### src/rtl/vec_add_seq.sv
// rtl/vec_add_seq.sv - packed SIMD add/sub sequencer, one byte per cycle through an 8-bit Kogge-Stone adder
// The ks_adder helper sits in this file so the block stays self-contained.

module ks_adder (
  input  logic [7:0] a,
  input  logic [7:0] b,
  input  logic       cin,
  output logic [7:0] sum,
  output logic       cout
);
  logic [7:0] g0, p0, g1, g2, g3;
  logic [7:2] p1;
  logic [7:4] p2;

  always_comb begin
    p0 = a ^ b;
    g0 = a & b;
    // Fold cin into bit 0 so every prefix G[i] is directly the carry into bit i+1
    g0[0] = (a[0] & b[0]) | (p0[0] & cin);

    g1 = g0;
    for (int i = 1; i < 8; i++) g1[i] = g0[i] | (p0[i] & g0[i-1]);
    for (int i = 2; i < 8; i++) p1[i] = p0[i] & p0[i-1];

    g2 = g1;
    for (int i = 2; i < 8; i++) g2[i] = g1[i] | (p1[i] & g1[i-2]);
    for (int i = 4; i < 8; i++) p2[i] = p1[i] & p1[i-2];

    g3 = g2;
    for (int i = 4; i < 8; i++) g3[i] = g2[i] | (p2[i] & g2[i-4]);

    sum  = p0 ^ {g3[6:0], cin};
    cout = g3[7];
  end
endmodule

module vec_add_seq #(
  parameter int VLEN = 32
) (
  input  logic              clk,
  input  logic              rst_n,
  input  logic              in_valid,
  output logic              in_ready,
  input  logic              op_sub,
  input  logic [1:0]        ew,
  input  logic [VLEN-1:0]   a,
  input  logic [VLEN-1:0]   b,
  output logic              out_valid,
  input  logic              out_ready,
  output logic [VLEN-1:0]   result,
  output logic [VLEN/8-1:0] cout,
  output logic              busy
);
  localparam int NB = VLEN / 8;
  localparam int IW = $clog2(NB);

  typedef enum logic [1:0] {IDLE, RUN, DONE} state_t;

  state_t          state, state_nxt;
  logic [IW-1:0]   idx;
  logic [VLEN-1:0] a_reg, b_reg;
  logic            sub_reg;
  logic [1:0]      ew_reg;
  logic            carry_reg;

  logic [1:0]      lane_mask;
  logic            elem_lo, elem_hi, last_byte;
  logic [IW+2:0]   bit_base;
  logic [7:0]      add_a, add_b, add_sum;
  logic            add_cin, add_cout;

  always_ff @(posedge clk or negedge rst_n) begin
    if (!rst_n) state <= IDLE;
    else        state <= state_nxt;
  end

  always_comb begin
    state_nxt = state;
    in_ready  = 1'b0;
    out_valid = 1'b0;
    busy      = 1'b0;
    case (state)
      IDLE: begin
        in_ready = 1'b1;
        if (in_valid) state_nxt = RUN;
      end
      RUN: begin
        busy = 1'b1;
        if (last_byte) state_nxt = DONE;
      end
      DONE: begin
        busy      = 1'b1;
        out_valid = 1'b1;
        if (out_ready) state_nxt = IDLE;
      end
      default: state_nxt = IDLE;
    endcase
  end

  // Byte position within the element: ew 00 -> 1 byte, 01 -> 2 bytes, 10/11 -> 4 bytes
  assign lane_mask = (ew_reg == 2'b00) ? 2'b00 : (ew_reg == 2'b01) ? 2'b01 : 2'b11;
  assign elem_lo   = (idx[1:0] & lane_mask) == 2'b00;
  assign elem_hi   = (idx[1:0] & lane_mask) == lane_mask;
  assign last_byte = idx == IW'(NB - 1);
  assign bit_base  = {idx, 3'b000};

  assign add_a   = a_reg[bit_base +: 8];
  assign add_b   = sub_reg ? ~b_reg[bit_base +: 8] : b_reg[bit_base +: 8];
  assign add_cin = elem_lo ? sub_reg : carry_reg;

  ks_adder u_adder (
    .a    (add_a),
    .b    (add_b),
    .cin  (add_cin),
    .sum  (add_sum),
    .cout (add_cout)
  );

  always_ff @(posedge clk or negedge rst_n) begin
    if (!rst_n) begin
      idx       <= '0;
      a_reg     <= '0;
      b_reg     <= '0;
      sub_reg   <= 1'b0;
      ew_reg    <= 2'b00;
      carry_reg <= 1'b0;
      result    <= '0;
      cout      <= '0;
    end else begin
      if (state == IDLE && in_valid) begin
        a_reg   <= a;
        b_reg   <= b;
        sub_reg <= op_sub;
        ew_reg  <= ew;
        idx     <= '0;
      end else if (state == RUN) begin
        result[bit_base +: 8] <= add_sum;
        carry_reg             <= add_cout;
        cout[idx]             <= elem_hi ? add_cout : 1'b0;
        idx                   <= idx + 1'b1;
      end
    end
  end
endmodule

### config.mk
export PLATFORM = sky130hd
export DESIGN_NAME = vec_add_seq
export DESIGN_NICKNAME = d
export VERILOG_FILES = /design/src/rtl/vec_add_seq.sv
export SDC_FILE = /design/constraint.sdc
export NUM_CORES = 1
export LEC_CHECK = 0
export ABC_AREA = 1
export BUFFER_PORTS_ARGS = -buffer_cell sky130_fd_sc_hd__buf_2
export CORE_ASPECT_RATIO = 2
export CORE_UTILIZATION = 40
export DETAILED_ROUTE_END_ITERATION = 16
export MAX_ROUTING_LAYER = met4
export PLACE_DENSITY = 0.7
export SLEW_MARGIN = 30
export SYNTH_ARGS = -nofsm -noshare
export SYNTH_HDL_FRONTEND = slang
export SYNTH_SLANG_ARGS = --single-unit
export TNS_END_PERCENT = 50
### constraint.sdc
create_clock -name clk -period 7.3 [get_ports clk]
set_input_delay 0 -clock clk [delete_from_list [all_inputs] [get_ports clk]]
set_output_delay 0 -clock clk [all_outputs]
set_load 0.02 [all_outputs]
==> results.py <==
metrics = {
    "outcome": {
        "status": "finished clean",
    },
    "global_routing": {
        "grt_usage": 0.2150,
        "grt_overflow": 0,
        "grt_pass1_wl_microns": 21880,
        "grt_antenna_before_repair": 0,
        "grt_pass1_vias": 4438,
        "grt_max_degree": 73,
    },
    "synth": {
        "yosysUniqueCellTypes": 36,
        "ys_warn_count": 0,
        "synth_top_area_frac": 0.5158,
        "synthTopCellsByCount": "dfrtp_1 (108), nand2_1 (95), mux2_2 (65)",
        "synth.most_common_cell": "dfrtp_1",
        "ys_ff_latch": 108,
        "seq_area_frac_synth": 0.5158,
        "yosysTopAreaCell": "dfrtp_1",
        "avgSynthCellArea_sq_um": 10.44,
        "synthArstFlopShare": 1.000,
        "netlist_area_sq_mm": 0.005240,
        "synth-edff-count": 0,
        "syn_nets": 591,
        "synthTopCellsByArea": "dfrtp_1 (52%), mux2_2 (14%), nand2_1 (6.8%), o21ai_0 (4.1%), ha_1 (3.8%)",
        "ys.flop_type": "dfrtp_1",
        "syn_inst": 502,
    },
    "power": {
        "vdd_drop_max_uv": 257.1,
        "power_density_mw_per_mm2": 499.3,
        "switching_share": 0.4542,
        "comb_power_share": 0.554,
        "p_clk_frac": 0.141,
        "internal-power_mw": 1.861,
        "switching_power_mw": 1.549,
        "leakage_nw": 3.362,
        "seqPwrFrac": 0.305,
    },
    "placement": {
        "routabilityCongestion": 0.8731,
        "post-place-ws_ns": 4.128,
        "dp_hpwl_microns": 9643,
        "port_buffers": 109,
    },
    "routing": {
        "drtPass1Iterations": 4,
        "antenna_left": 0,
        "initialDrtViolationCount": 251,
        "vias": 4237,
        "route.detailed.drc": 0,
        "wl_per_cell_microns": 16.55,
        "via_per_inst": 5.142,
        "wl_microns": 13640,
    },
    "layout": {
        "antennaDiodeCount": 0,
        "fin_nets": 758,
        "drive_gt1_frac": 0.3249,
        "area_delta_synth_final_pct": 30.35,
    },
    "job": {
        "cap_viol_max_count": 0,
    },
    "sta": {
        "final_max_slew_viol_count": 0,
        "fin_skew_ns": 0.008948,
        "slew_headroom": 0.4116,
        "period_share": 0.4472,
        "rsz0062_at_grt": "false",
        "fin_crit_ns": 3.265,
        "max_freq_mhz": 306.3,
        "setup_violations": 0,
        "setup_ws_ns": 4.035,
        "setup-tns-final_ns": 0,
        "hold_violations": 0,
        "worstMarginPinSlew_ns": 0.8826,
    },
    "critical_path": {
        "cp-end-kind": "flip-flop",
        "critPathArrivalTime_ns": 3.56,
        "path_class": "flip-flop to flip-flop",
        "startpoint_type": "flip-flop",
        "reg2reg_depth": 14,
        "critPathLaunch": "idx[0]",
        "rr_endpoint": "result[28]",
        "crit_end": "result[28]",
        "path_max_fanout": 47,
        "reg2reg_slack_ns": 4.04,
        "critPathRequiredTime_ns": 7.60,
        "regToRegStartpoint": "idx[0]",
    },
    "die": {
        "dieArea_sq_mm": 0.01359,
        "fp-row-count": 58,
        "core_sq_mm": 0.01270,
        "io_pins": 110,
        "die_x_microns": 82.93,
        "start_util": 0.4126,
        "die_h_microns": 163.9,
    },
    "worst_hold_path": {
        "hp-class": "primary input to flip-flop",
    },
    "clock_network": {
        "root_buffer": "clkbuf_16",
        "cts_tree": "done",
        "h-tree-depth": 3,
        "cts_sinks": 108,
        "clock_path_buffers": 2,
        "post_cts_resized": 0,
        "cts_made_buffers": 9,
        "clk_pin_slew_ns": 0.07,
        "clock_latency_ns": 0.36,
    },
}
==> logic make-up (layout without fill, tap and decap cells) <==
| kind of cell | after synthesis | count (layout) | synth area share |
|---|---|---|---|
| AND/OR/NAND/NOR | 165 | 165 | 0.1383 |
| flip-flops | 108 | 108 | 0.5158 |
| AO/OA/AOI/OAI | 82 | 82 | 0.09122 |
| multiplexers | 65 | 65 | 0.1397 |
| buffers and inverters | 53 | 225 | 0.04799 |
| adder cells (fa/ha/maj) | 18 | 18 | 0.04585 |
| XOR/XNOR | 11 | 11 | 0.02125 |
==> per-stage QoR <==
step,power [mW],instance area [sq um],hold slack (ns),util,std cells
after floorplan,2.442,5240,-0.2956,-,502
after global placement,2.826,5856,0.07368,0.4611,740
after detailed placement,2.905,5856,0.08251,0.4611,740
after CTS,3.414,6830,0.1094,0.5378,824
after global routing,3.680,6830,0.1355,0.5378,824
final,3.410,6830,0.1062,0.5378,824
==> critical path, cell delays in order, from the launching register on <==
cell and delay, ns:
dfrtp_1 0.36, buf_4 0.27, inv_2 0.54, o21ai_0 0.16, o22ai_1 0.18, xor2_1 0.22, fa_1 0.20, inv_1 0.07
fa_1 0.40, nand2_1 0.08, nand2_1 0.07, and2_4 0.16, xor2_2 0.23, nand4_1 0.16, nand2_1 0.09
==> cells in the final DEF (no fill, tap or decap), types with 2 or more instances in the layout <==
master	count
dfrtp_1	108
buf_2	108
nand2_1	95
dlygate4sd3_1	68
mux2_2	65
o21ai_0	43
nor2_1	37
inv_1	25
ha_1	16
o22ai_1	15
nand3_1	11
xor2_1	9
clkbuf_16	9
a21oi_1	8
nand4_1	7
o21ai_2	5
nand2_2	5
inv_2	4
buf_4	4
a22o_1	3
inv_6	3
a32o_1	2
a31oi_1	2
nor2_4	2
nand3_2	2
o21ai_1	2
xor2_2	2
nor2_2	2
fa_1	2
clkinv_4	2
==> timing repair <==
action | CTS | global route
hold buffers | 68 | 0
hold endpoints to repair | 120 | 0
setup buffers | 0 | 0
==> power groups by stage <==
stage                     clock (mW)  sequential [mW]  combinational (mW)
final                          0.480             1.04                1.89
after global routing           0.513             1.07                2.10
after CTS                      0.485             1.04                1.89
after detailed placement           0             1.05                1.85
after global placement             0             1.04                1.78
after floorplan                    0             1.05                1.39
==> final cells by class <==
| cell class | instances | area, sq um |
|---|---|---|
| inverter | 29 | 108.9 |
| fill | 1067 | 5869 |
| tap | 150 | 187.7 |
| clock buffer | 10 | 239.0 |
| sequential | 108 | 2703 |
| clock inverter | 6 | 55.05 |
| timing repair buffer | 180 | 1251 |
| multi-input combinational | 341 | 2286 |
==> worst min-delay path by stage <==
stage                   start   endpoint  depth (start not counted)
floorplan               rst_n   a_reg[0]                          0
CTS                 out_ready   state[0]                          5
global placement        rst_n  b_reg[19]                          1
detailed placement      rst_n  b_reg[18]                          1
finish              out_ready   state[0]                          5
global route        out_ready   state[0]                          5
==> routing by layer <==
| metal | GRT usage | wire length (microns) | vias to the layer above |
|---|---|---|---|
| li1 | - | - | 2026 |
| met1 | 0.2122 | 4863 | 2045 |
| met2 | 0.3852 | 7633 | 120 |
| met3 | 0.03920 | 416 | 46 |
| met4 | 0.1379 | 723 | 0 |
| met5 | - | 0 | - |
Power figures use the tool's default switching activity.
